[config.mk]
export PLATFORM = sky130hd
export DESIGN_NAME = fp_matmul_seq
export DESIGN_NICKNAME = d
export VERILOG_FILES = /design/src/rtl/fp_matmul_seq.sv
export SDC_FILE = /design/constraint.sdc
export NUM_CORES = 2
export LEC_CHECK = 0
export BUFFER_PORTS_ARGS = -buffer_cell sky130_fd_sc_hd__buf_4
export CELL_PAD_IN_SITES_DETAIL_PLACEMENT = 1
export CELL_PAD_IN_SITES_GLOBAL_PLACEMENT = 1
export CORE_MARGIN = 8
export CORE_UTILIZATION = 44
export DETAILED_ROUTE_END_ITERATION = 10
export GPL_TIMING_DRIVEN = 0
export PLACE_DENSITY_LB_ADDON = 0.08
export SETUP_SLACK_MARGIN = 0.02
export SYNTH_ARGS = -nofsm -noshare
export SYNTH_HDL_FRONTEND = slang
export SYNTH_SLANG_ARGS = --single-unit
[constraint.sdc]
create_clock -name input_Clk -period 24.6 [get_ports input_Clk]
set_clock_uncertainty 0.05 [all_clocks]
set_input_delay 2.46 -clock input_Clk [delete_from_list [all_inputs] [get_ports input_Clk]]
set_output_delay 2.46 -clock input_Clk [all_outputs]
set_load 0.005 [all_outputs]
[src/rtl/fp_matmul_seq.sv]
// Resource-shared single-precision matrix multiplier: C = A*B (+ C_in), DIMxDIM,
// one multiplier and one adder sequenced over (i, j, k).

module single_multiplier (
   input  logic        input_Clk,
   input  logic        input_Reset,
   input  logic [31:0] input_a,
   input  logic        input_a_stb,
   output logic        input_a_ack,
   input  logic [31:0] input_b,
   input  logic        input_b_stb,
   output logic        input_b_ack,
   output logic [31:0] output_z,
   output logic        output_z_stb,
   input  logic        output_z_ack
);
   localparam logic [31:0] QNAN = 32'h7FC00000;

   logic [31:0] a_q, b_q, z_q;
   logic        got_a_q, got_b_q, a_ack_q, b_ack_q, z_stb_q;

   // Round-to-nearest-even; subnormal inputs and results flush to zero.
   function automatic logic [31:0] fp_mul(input logic [31:0] a, input logic [31:0] b);
      logic              s, g, st;
      logic [47:0]       p;
      logic [24:0]       m;
      logic signed [9:0] e;
      logic [31:0]       r;
      s = a[31] ^ b[31];
      p = '0; m = '0; g = 1'b0; st = 1'b0; e = '0; r = '0;
      if ((a[30:23] == 8'hFF && a[22:0] != '0) || (b[30:23] == 8'hFF && b[22:0] != '0))
         r = QNAN;
      else if (a[30:23] == 8'hFF || b[30:23] == 8'hFF)
         r = (a[30:23] == 8'h00 || b[30:23] == 8'h00) ? QNAN : {s, 8'hFF, 23'd0};
      else if (a[30:23] == 8'h00 || b[30:23] == 8'h00)
         r = {s, 31'd0};
      else begin
         p = {24'd0, 1'b1, a[22:0]} * {24'd0, 1'b1, b[22:0]};
         e = $signed({2'b00, a[30:23]}) + $signed({2'b00, b[30:23]}) - 10'sd127;
         if (p[47]) begin
            m = {1'b0, p[47:24]}; g = p[23]; st = |p[22:0]; e = e + 10'sd1;
         end else begin
            m = {1'b0, p[46:23]}; g = p[22]; st = |p[21:0];
         end
         if (g && (st || m[0])) m = m + 25'd1;
         if (m[24]) begin m = m >> 1; e = e + 10'sd1; end
         if (e >= 10'sd255)    r = {s, 8'hFF, 23'd0};
         else if (e <= 10'sd0) r = {s, 31'd0};
         else                  r = {s, e[7:0], m[22:0]};
      end
      return r;
   endfunction

   always_ff @(posedge input_Clk or negedge input_Reset) begin
      if (!input_Reset) begin
         a_q <= '0; b_q <= '0; z_q <= '0;
         got_a_q <= 1'b0; got_b_q <= 1'b0;
         a_ack_q <= 1'b0; b_ack_q <= 1'b0; z_stb_q <= 1'b0;
      end else begin
         a_ack_q <= 1'b0;
         b_ack_q <= 1'b0;
         if (input_a_stb && !got_a_q && !z_stb_q) begin
            a_q <= input_a; got_a_q <= 1'b1; a_ack_q <= 1'b1;
         end
         if (input_b_stb && !got_b_q && !z_stb_q) begin
            b_q <= input_b; got_b_q <= 1'b1; b_ack_q <= 1'b1;
         end
         if (got_a_q && got_b_q && !z_stb_q) begin
            z_q <= fp_mul(a_q, b_q); z_stb_q <= 1'b1;
            got_a_q <= 1'b0; got_b_q <= 1'b0;
         end else if (z_stb_q && output_z_ack) begin
            z_stb_q <= 1'b0;
         end
      end
   end

   assign input_a_ack  = a_ack_q;
   assign input_b_ack  = b_ack_q;
   assign output_z     = z_q;
   assign output_z_stb = z_stb_q;
endmodule

module adder (
   input  logic        input_Clk,
   input  logic        input_Reset,
   input  logic [31:0] Number1,
   input  logic [31:0] Number2,
   input  logic        load,
   output logic [31:0] Result,
   output logic        result_ready,
   input  logic        result_ack
);
   localparam logic [31:0] QNAN = 32'h7FC00000;

   logic [31:0] n1_q, n2_q, res_q;
   logic        pend_q, ready_q;

   function automatic logic [31:0] fp_add(input logic [31:0] a, input logic [31:0] b);
      logic [31:0]       x, y, r;
      logic [27:0]       mx, my, sum;
      logic [7:0]        d;
      logic signed [9:0] e;
      logic [24:0]       m;
      logic              g, st, sticky;
      x = a; y = b; r = '0; mx = '0; my = '0; sum = '0; d = '0; e = '0; m = '0;
      g = 1'b0; st = 1'b0; sticky = 1'b0;
      if ((a[30:23] == 8'hFF && a[22:0] != '0) || (b[30:23] == 8'hFF && b[22:0] != '0))
         r = QNAN;
      else if (a[30:23] == 8'hFF)
         r = (b[30:23] == 8'hFF && a[31] != b[31]) ? QNAN : a;
      else if (b[30:23] == 8'hFF)
         r = b;
      else if (a[30:23] == 8'h00)
         r = (b[30:23] == 8'h00) ? {a[31] & b[31], 31'd0} : b;
      else if (b[30:23] == 8'h00)
         r = a;
      else begin
         if (b[30:0] > a[30:0]) begin x = b; y = a; end
         d  = x[30:23] - y[30:23];
         mx = {2'b01, x[22:0], 3'b000};
         my = {2'b01, y[22:0], 3'b000};
         // Bits shifted out of the smaller operand collapse into a sticky bit.
         sticky = |(my & ((28'd1 << d) - 28'd1));
         my     = my >> d;
         my[0]  = my[0] | sticky;
         e   = $signed({2'b00, x[30:23]});
         sum = (x[31] == y[31]) ? mx + my : mx - my;
         if (sum == '0)
            r = '0;
         else begin
            if (sum[27]) begin
               sum = {1'b0, sum[27:2], sum[1] | sum[0]}; e = e + 10'sd1;
            end
            for (int n = 0; n < 26; n++)
               if (!sum[26]) begin sum = sum << 1; e = e - 10'sd1; end
            m  = {1'b0, sum[26:3]};
            g  = sum[2];
            st = |sum[1:0];
            if (g && (st || m[0])) m = m + 25'd1;
            if (m[24]) begin m = m >> 1; e = e + 10'sd1; end
            if (e >= 10'sd255)    r = {x[31], 8'hFF, 23'd0};
            else if (e <= 10'sd0) r = {x[31], 31'd0};
            else                  r = {x[31], e[7:0], m[22:0]};
         end
      end
      return r;
   endfunction

   always_ff @(posedge input_Clk or negedge input_Reset) begin
      if (!input_Reset) begin
         n1_q <= '0; n2_q <= '0; res_q <= '0; pend_q <= 1'b0; ready_q <= 1'b0;
      end else begin
         if (load) begin
            n1_q <= Number1; n2_q <= Number2; pend_q <= 1'b1;
         end
         if (pend_q) begin
            res_q <= fp_add(n1_q, n2_q); ready_q <= 1'b1; pend_q <= 1'b0;
         end else if (ready_q && result_ack) begin
            ready_q <= 1'b0;
         end
      end
   end

   assign Result       = res_q;
   assign result_ready = ready_q;
endmodule

// state | meaning
// IDLE  | waiting for operands
// MUL   | product A[i][k]*B[k][j] in flight
// ADD   | acc + product in flight
// STORE | acc written to result buffer at (i,j), indices advance
// DONE  | result presented, waiting for consumer ack
module fp_matmul_seq #(
   parameter int DIM = 2
) (
   input  logic                  input_Clk,
   input  logic                  input_Reset,
   input  logic                  input_Stable,
   input  logic                  input_Accumulate,
   input  logic [DIM*DIM*32-1:0] input_A,
   input  logic [DIM*DIM*32-1:0] input_B,
   input  logic [DIM*DIM*32-1:0] input_C,
   output logic                  output_AB_Ack,
   output logic                  output_Busy,
   output logic [DIM*DIM*32-1:0] output_C,
   output logic                  output_Stable,
   input  logic                  input_C_Ack
);
   localparam int         W    = DIM*DIM*32;
   localparam logic [3:0] LAST = 4'(DIM-1);

   typedef enum logic [2:0] {S_IDLE, S_MUL, S_ADD, S_STORE, S_DONE} state_t;

   state_t      state_q;
   logic [W-1:0] a_q, b_q, c_q, res_q, out_c_q, res_wr;
   logic        accum_q, ab_ack_q, busy_q, stable_q;
   logic [3:0]  i_q, j_q, k_q;
   logic [31:0] acc_q, prod_q, op_a, op_b, c_el;
   logic        mul_a_stb_q, mul_b_stb_q, mul_z_ack_q, add_load_q, add_ack_q;
   logic        mul_a_ack, mul_b_ack, mul_z_stb, add_ready;
   logic [31:0] mul_z, add_res;

   function automatic int el(input logic [3:0] r, input logic [3:0] c);
      return (int'(r) * DIM + int'(c)) * 32;
   endfunction

   assign op_a = a_q[el(i_q, k_q) +: 32];
   assign op_b = b_q[el(k_q, j_q) +: 32];
   assign c_el = c_q[el(i_q, j_q) +: 32];

   always_comb begin
      res_wr = res_q;
      res_wr[el(i_q, j_q) +: 32] = acc_q;
   end

   single_multiplier u_mul (
      .input_Clk   (input_Clk),
      .input_Reset (input_Reset),
      .input_a     (op_a),
      .input_a_stb (mul_a_stb_q),
      .input_a_ack (mul_a_ack),
      .input_b     (op_b),
      .input_b_stb (mul_b_stb_q),
      .input_b_ack (mul_b_ack),
      .output_z    (mul_z),
      .output_z_stb(mul_z_stb),
      .output_z_ack(mul_z_ack_q)
   );

   adder u_add (
      .input_Clk   (input_Clk),
      .input_Reset (input_Reset),
      .Number1     (acc_q),
      .Number2     (prod_q),
      .load        (add_load_q),
      .Result      (add_res),
      .result_ready(add_ready),
      .result_ack  (add_ack_q)
   );

   always_ff @(posedge input_Clk or negedge input_Reset) begin
      if (!input_Reset) begin
         state_q <= S_IDLE;
         a_q <= '0; b_q <= '0; c_q <= '0; res_q <= '0; out_c_q <= '0;
         accum_q <= 1'b0; ab_ack_q <= 1'b0; busy_q <= 1'b0; stable_q <= 1'b0;
         i_q <= '0; j_q <= '0; k_q <= '0; acc_q <= '0; prod_q <= '0;
         mul_a_stb_q <= 1'b0; mul_b_stb_q <= 1'b0; mul_z_ack_q <= 1'b0;
         add_load_q <= 1'b0; add_ack_q <= 1'b0;
      end else begin
         mul_z_ack_q <= 1'b0;
         add_load_q  <= 1'b0;
         if (ab_ack_q && !input_Stable) ab_ack_q <= 1'b0;
         case (state_q)
            S_IDLE: begin
               if (input_Stable && !ab_ack_q) begin
                  a_q <= input_A; b_q <= input_B; c_q <= input_C;
                  accum_q <= input_Accumulate;
                  i_q <= '0; j_q <= '0; k_q <= '0;
                  ab_ack_q <= 1'b1; busy_q <= 1'b1;
                  mul_a_stb_q <= 1'b1; mul_b_stb_q <= 1'b1;
                  state_q <= S_MUL;
               end
            end
            S_MUL: begin
               if (mul_a_ack) mul_a_stb_q <= 1'b0;
               if (mul_b_ack) mul_b_stb_q <= 1'b0;
               if (!mul_a_stb_q && !mul_b_stb_q && mul_z_stb && !mul_z_ack_q) begin
                  mul_z_ack_q <= 1'b1;
                  prod_q      <= mul_z;
                  if (k_q == 4'd0) acc_q <= accum_q ? c_el : mul_z;
                  // First term without accumulate seeds acc directly, no adder pass.
                  if (k_q == 4'd0 && !accum_q) begin
                     if (k_q == LAST) state_q <= S_STORE;
                     else begin
                        k_q <= k_q + 4'd1;
                        mul_a_stb_q <= 1'b1; mul_b_stb_q <= 1'b1;
                     end
                  end else begin
                     add_load_q <= 1'b1;
                     state_q    <= S_ADD;
                  end
               end
            end
            S_ADD: begin
               if (add_ready && !add_ack_q) begin
                  acc_q <= add_res; add_ack_q <= 1'b1;
               end else if (add_ack_q && !add_ready) begin
                  add_ack_q <= 1'b0;
                  if (k_q == LAST) state_q <= S_STORE;
                  else begin
                     k_q <= k_q + 4'd1;
                     mul_a_stb_q <= 1'b1; mul_b_stb_q <= 1'b1;
                     state_q <= S_MUL;
                  end
               end
            end
            S_STORE: begin
               res_q <= res_wr;
               k_q   <= '0;
               if (i_q == LAST && j_q == LAST) begin
                  out_c_q  <= res_wr;
                  stable_q <= 1'b1;
                  state_q  <= S_DONE;
               end else begin
                  if (j_q == LAST) begin j_q <= '0; i_q <= i_q + 4'd1; end
                  else j_q <= j_q + 4'd1;
                  mul_a_stb_q <= 1'b1; mul_b_stb_q <= 1'b1;
                  state_q <= S_MUL;
               end
            end
            S_DONE: begin
               if (input_C_Ack) begin
                  stable_q <= 1'b0; busy_q <= 1'b0;
                  i_q <= '0; j_q <= '0;
                  state_q <= S_IDLE;
               end
            end
            default: state_q <= S_IDLE;
         endcase
      end
   end

   assign output_AB_Ack = ab_ack_q;
   assign output_Busy   = busy_q;
   assign output_C      = out_c_q;
   assign output_Stable = stable_q;
endmodule
== Word-level counts from Yosys, hierarchy flattened ==
Index checks and enable logic that the tools add are counted.
Operators by class
  shift operators: 7
  add/sub/neg operators: 45
  reduce and logical (&&, ||, !) cells: 78
  multiplexer cells: 582
  equal/unequal tests: 26
  $mul: 1
  bitwise gates (word level): 5
  magnitude comparators: 5
Operator list (count)
  $mux W27: 216
  $mux W10: 234
  $mux W32: 29
  $mux W25: 17
  $sub A10 B2 Y10 const B: 26
  $shiftx A128 B12 Y32: 2
  $mux W31: 5
  $bwmux W128: 1
  $shift A32 B33 Y128 const A: 1
  $shiftx A128 B32 Y32: 1
  $shiftx A32 B33 Y128: 1
  $reduce_bool A23 Y1: 4
  $pmux W32 S2: 1
  $mul A24 B24 Y48: 1
  $mux W1: 47
  $mux W23: 2
  $mux W4: 11
  $neg A11 Y33: 1
  $eq A8 B8 Y1 const B: 4
  $logic_not A8 Y1: 4
  $gt A31 B31 Y1: 1
  $add A10 B2 Y10 const B: 3
  $add A27 B28 Y28: 1
  $and A27 B28 Y28: 1
  other kinds (52): 135
Storage, ports and cells
  output and inout bits: 131
  flip-flop bits (word level): 927
  word-level logic and storage cells: 782

== Longest topological paths before layout ==
  depth in word-level cells: 276
  mapped depth: 133
  gate-level depth less buffers: 120

== By module ==
A second synthesis with hierarchy kept.
Second synthesis, totals
  cell total of the unflattened synthesis: 8984
  area, all modules: 82286.4 um2
Modules (own cells, without submodules)
  fp_matmul_seq: sequential area each 18217.5 um2, area each 32263.4 um2, times used 1, cells each 2432
  single_multiplier: sequential area each 2527.4 um2, area each 25884.8 um2, times used 1, cells each 2999
  adder: sequential area each 2452.4 um2, area each 24138.2 um2, times used 1, cells each 3553

== Worst setup path after synthesis ==
No wires, ideal clock.
  path kind: input -> register
  start: input port u_add.n1_q[23]
  end: register u_add.res_q[0], in the netlist u_add.Result[0]
  arrival time: 22.726 ns
  buffers on the path: 10
  data required time: 24.473 ns
  setup slack: 1.747 ns
  cell stages on the path: 126
  cell sequence: dfrtp_1 -> inv_1 -> ha_1 -> clkbuf_4 -> nand4_1 -> nor4_2 -> and3b_1 -> o21ai_2 -> nand2_1 -> buf_4 -> buf_6 -> buf_2 -> buf_6 -> clkbuf_1 -> clkbuf_1 -> nor2_1 -> nor2_1 -> ha_1 -> [90 not listed] -> nor2_1 -> ha_1 -> mux2_2 -> mux2_2 -> ha_1 -> mux2i_1 -> ha_1 -> and3_1 -> nand2_1 -> o31ai_1 -> xnor2_1 -> nand4_1 -> nand2_1 -> nor4_4 -> nand2_4 -> buf_8 -> o31a_1 -> a21oi_1
Between the ends
  word-level cells in the longest chain between the ends: 276
  elaborated cells between the ends (all ways): 523
  classes of those cells: add/sub: 33; order compare: 3; eq/ne: 2; shift: 2; mux: 472; bitwise: 3; reduce/logical: 8
Ends and longest elaborated chain
  from (decl): line 95  | logic [31:0] n1_q, n2_q, res_q;
  $gt A31 B31 Y1: line 118  | if (b[30:0] > a[30:0]) begin x = b; y = a; end
  $mux W32: line 118
  $mux W32: line 115  | else if (b[30:23] == 8'h00)
  $mux W32: line 113  | else if (a[30:23] == 8'h00)
  $mux W32: line 111  | else if (b[30:23] == 8'hFF)
  $mux W32: line 109  | else if (a[30:23] == 8'hFF)
  $mux W32: line 107  | if ((a[30:23] == 8'hFF && a[22:0] != '0) || (b[30:23] == 8'hFF && b[22:0] != '0))
  $mux W32: line 156  | if (pend_q) begin
  [260 not listed]
  $mux W31: line 142  | else if (e <= 10'sd0) r = {x[31], 31'd0};
  $mux W31: line 141  | if (e >= 10'sd255) r = {x[31], 8'hFF, 23'd0};
  $mux W32: line 128  | if (sum == '0)
  $mux W32: line 115
  $mux W32: line 113
  $mux W32: line 111
  $mux W32: line 109
  $mux W32 (*): line 107
  to (signal assigned): line 151  | n1_q <= '0; n2_q <= '0; res_q <= '0; pend_q <= 1'b0; ready_q <= 1'b0;
  to (signal assigned): line 157  | res_q <= fp_add(n1_q, n2_q); ready_q <= 1'b1; pend_q <= 1'b0;
  to (decl): line 95
Mark *: on every way between the ends. The rest lies on a longest branch, timed or not. The select of a mux whose other input is x is not followed.
A chain may end at the register's enable or synchronous reset.

== Final worst setup path ==
  start: input port u_add.n2_q[4]
  end: register u_add.res_q[16], in the netlist u_add.Result[16]
Between the ends
  word-level cells in the longest chain between the ends: 276
  elaborated cells between the ends (all ways): 522
  classes of those cells: add/sub: 33; order compare: 3; eq/ne: 1; shift: 2; mux: 472; bitwise: 3; reduce/logical: 8
Ends and longest elaborated chain (line)
  from (decl): 95
  $gt A31 B31 Y1: 118
  $mux W32: 118
  $mux W32: 115
  $mux W32: 113
  $mux W32: 111
  $mux W32: 109
  $mux W32: 107
  $mux W32: 156
  [260 not listed]
  $mux W31: 142
  $mux W31: 141
  $mux W32: 128
  $mux W32: 115
  $mux W32: 113
  $mux W32: 111
  $mux W32: 109
  $mux W32 (*): 107
Marks and branches as above.

==> run_results.csv <==
group,metric,value,unit
power_and_ir_drop,p_sw_share,47.8,%
finish,layout_common_cells,"nand2_1 (1209), dfrtp_1 (888), inv_1 (770)",
finish,final_core_util,51.3,%
yosys,ys_types,133,
global_routing,grt_pass1_vias,76400,
yosys,synth_ff_type,"dfrtp_1",
worst_setup_path,reg2reg_slack,1.0,ns
global_routing,grt_max_degree,120,
min_path,hp-class,"flip-flop to flip-flop",
clock_network,h-tree-depth,3,
place,io_buffers,519,
route,drt-wirelength-per-cell,28.1,um
timing,fin_crit,23.60,ns
timing,maxSlewViolCount,6,
worst_setup_path,cp-end-kind,"flip-flop",
global_routing,grt_pass1_wl,495000,um
yosys,ys_ff_latch,927,
route,ant_nets,0,
power_and_ir_drop,combPwrFrac,60.5,%
finish,multi_input_area,52000,um2
route,drt-initial-drc-count,5633,
global_routing,antenna_found_initial,14,
finish,ff_latch_area,23200,um2
worst_setup_path,start_kind,"flip-flop",
global_routing,grtUsageTotal,33.3,%
yosys,synth_fa_ha_area_share,17.1,%
die,io_pins,520,
yosys,synthArstFlopShare,100,%
finish,nNetsFinal,10600,
place,hpwl,264000,um
power_and_ir_drop,vdd_drop_max,0.166,mV
die,dieWidth,441,um
route,dr.pass1.iters,5,
clock_network,root_buffer,"clkbuf_16",
finish,drive_above_1_share,19.7,%
timing,min_period_over_period,95.9,%
route,drcViolationCount,0,
yosys,syn_area,79500,um2
yosys,yosysTopAreaCellShare,29.2,%
timing,slew_headroom,-0.856,%
die,die_area,195000,um2
clock_network,cts.path.max_buffers,3,
global_routing,grt.busiest_layer,"met2",
global_routing,grt_overflow_total,0,
global_routing,grt_use_met1,43.2,%
worst_setup_path,path_common_cell,"ha_1",
timing,setup_viol,0,
global_routing,met3_usage,5.93,%
timing,timing.fmax,42.4,MHz
status,status,"finished, violations left",
yosys,muxShareOfSynthArea,12.4,%
yosys,yosysSeqAreaShare,29.2,%
yosys,synth_simple_gate_area_share,16.3,%
clock_network,clock_latency,0.79,ns
route,wirelength,333000,um
power_and_ir_drop,p_clk_share,16.6,%
yosys,synth_compound_area_share,14.7,%
clock_network,path_clk_slew,0.06,ns
worst_setup_path,timing.rr.start,"u_add.n2_q[4]",
clock_network,cts_tree,"yes",
timing,hold_viol,0,
worst_setup_path,required,25.21,ns
die,rows,156,
yosys,synth_area_leaders,"dfrtp_1 (29%), fa_1 (12%), mux2_2 (7.0%), nand2_1 (5.7%), ha_1 (4.8%)",
die,die_height,441,um
die,coreArea,180000,um2
run,cap_viol_max_count,1,
clock_network,cts_sinks,927,
finish,final_common_cell,"nand2_1",
worst_setup_path,crit_start,"u_add.n2_q[4]",
worst_setup_path,crit_arrival,24.21,ns
worst_setup_path,cp_slowest_stage_delay,0.50,ns
yosys,netlist_instances,8642,
die,start_util,44.2,%
yosys,syn_nets,9825,
power_and_ir_drop,p_leak,41.2,nW
place,place.gp.congestion,0.977,
place,place_ws,-4.44,ns
worst_setup_path,critical_path_class,"flip-flop to flip-flop",
worst_setup_path,cp_slowest_cell,"dfrtp_2",
yosys,avgSynthCellArea,9.20,um2
route,vias,71900,
power_and_ir_drop,seq_power_share,22.8,%
min_path,worstHoldStart,"prod_q[2]",
power_and_ir_drop,p_int,5.25,mW
yosys,yosys_warnings,0,
yosys,synth_top_family_by_area,"adder cells",
finish,area_growth,16.2,%
power_and_ir_drop,switchingPower,4.81,mW
timing,setup_ws,1.00,ns
route,drt-vias-per-instance,6.06,
status,failed_checks,"max-capacitance violations, max-slew violations",
yosys,synth-edff-count,0,
power_and_ir_drop,power.density,109,nW/um2
worst_setup_path,cp_max_fo,14,
yosys,synth_xor_area_share,3.64,%
timing,tightest_slew,1.51,ns
global_routing,grt_util_met2,54.5,%
finish,fill_cells,20700,
yosys,synth_top_area_cell,"dfrtp_1",
clock_network,cts_made_buffers,105,
metrics by stage:
stage / TNS (ns) / instance area [um2] / hold slack (ns) / total power, mW / cells
finish: 0 / 92400 / 0.429 / 10.1 / 11900
global route: -1.46 / 92400 / 0.444 / 10.8 / 11900
CTS: 0 / 91200 / 0.425 / 10.1 / 11800
detailed placement: -128.59 / 86700 / 0.410 / 8.37 / 11500
global placement: -113.09 / 86400 / 0.403 / 8.16 / 11500
floorplan: 0 / 79500 / 0.390 / 6.23 / 8642
path summary, 6_finish.rpt:
check,depth (start not counted),endpoint
min in group asynchronous,1,output_C[114]
hold / removal,2,prod_q[2]
setup reg to reg,128,u_add.Result[16]
hold reg to reg,2,prod_q[2]
setup / recovery,128,u_add.Result[16]
max in group asynchronous,4,b_q[76]
final cells by class:
type	instances	share of cell area [%]
multi-input cells	6426	56.3
flip-flops and latches	927	25.2
repair buffers	653	5.55
clock buffers	152	3.32
well taps	2370	3.21
inverters	789	3.21
plain buffers	494	2.66
clock inverters	48	0.620
diodes	5	0.0135
critical path: cells and delay by family (launching register included):
kind                     cells  cell delay (ns)
flip-flops                   1             0.50
AND/OR/NAND/NOR             40             4.64
AO/OA/AOI/OAI               34             6.13
multiplexers                11             2.42
adder cells (fa/ha/maj)     25             7.23
buffers and inverters       16             2.05
XOR/XNOR                     2             0.43
cell usage after synthesis, types with 23 or more instances:
| library cell | number |
|---|---|
| nand2_1 | 1215 |
| a22oi_1 | 32 |
| nand3_1 | 153 |
| o31ai_1 | 76 |
| buf_1 | 35 |
| a31oi_1 | 56 |
| a221oi_1 | 54 |
| o21a_1 | 37 |
| xor2_1 | 67 |
| and2_1 | 263 |
| nor4_1 | 71 |
| buf_6 | 31 |
| and3_1 | 57 |
| nand2b_1 | 38 |
| o211ai_1 | 61 |
| mux4_2 | 101 |
| a211oi_1 | 73 |
| buf_2 | 27 |
| o21ai_0 | 545 |
| inv_1 | 784 |
| a21o_1 | 59 |
| o21bai_1 | 48 |
| nor2b_1 | 23 |
| or2_2 | 39 |
| xnor2_1 | 195 |
| or3_1 | 41 |
| a21oi_1 | 325 |
| a22o_1 | 29 |
| nand4_1 | 78 |
| o22ai_1 | 41 |
| buf_4 | 26 |
| mux2_2 | 498 |
| fa_1 | 487 |
| dfrtp_1 | 927 |
| nor2_1 | 518 |
| nor3_1 | 148 |
| clkbuf_1 | 368 |
| mux2i_1 | 190 |
| ha_1 | 307 |
routing by layer:
layer	vias to the layer above	part of all wire [%]
met5	-	0.052
met4	12	5.8
met3	747	6.7
met2	2519	47
met1	37200	41
li1	31400	-
flip-flops by register name (all words and copies together) (netlist names), 3 cells and up:
| register | cells |
|---|---|
| i_q | 4 |
| j_q | 4 |
| acc_q | 32 |
| u_add.n1_q | 32 |
| u_add.n2_q | 32 |
| output_C | 128 |
| u_mul.output_z | 32 |
| k_q | 4 |
| state_q | 3 |
| u_add.Result | 32 |
| b_q | 128 |
| c_q | 128 |
| res_q | 128 |
| u_mul.a_q | 32 |
| u_mul.b_q | 32 |
| prod_q | 32 |
| a_q | 128 |
cell families (layout without fill, tap and decap cells):
kind of cell | after synthesis | after routing
AOI/OAI and AO/OA | 1775 | 1775
xor gates and xnor gates | 291 | 291
adders and majority gates | 795 | 795
buffers and inverters | 1290 | 2136
DFF | 927 | 927
muxes | 795 | 795
other | 0 | 5
and+or+nand+nor | 2769 | 2770
timing repair:
action / in CTS / in global routing
resized for setup: 153 / 127
setup buffers: 38 / 82
endpoints found under the setup margin: 31 / 31
hold buffers: 0 / 0
pin swaps: 31 / 70
endpoints found under the hold margin: 0 / 0
gates cloned: 0 / 4
power groups by stage:
stage               Clock (mW)  Combinational [mW]  Sequential [mW]
CTS                       1.70                6.11             2.29
detailed placement           0                6.05             2.31
finish                    1.68                6.09             2.30
global placement             0                5.88             2.28
floorplan                    0                4.11             2.11
global route              1.75                6.69             2.34
Power figures use the tool's default switching activity.
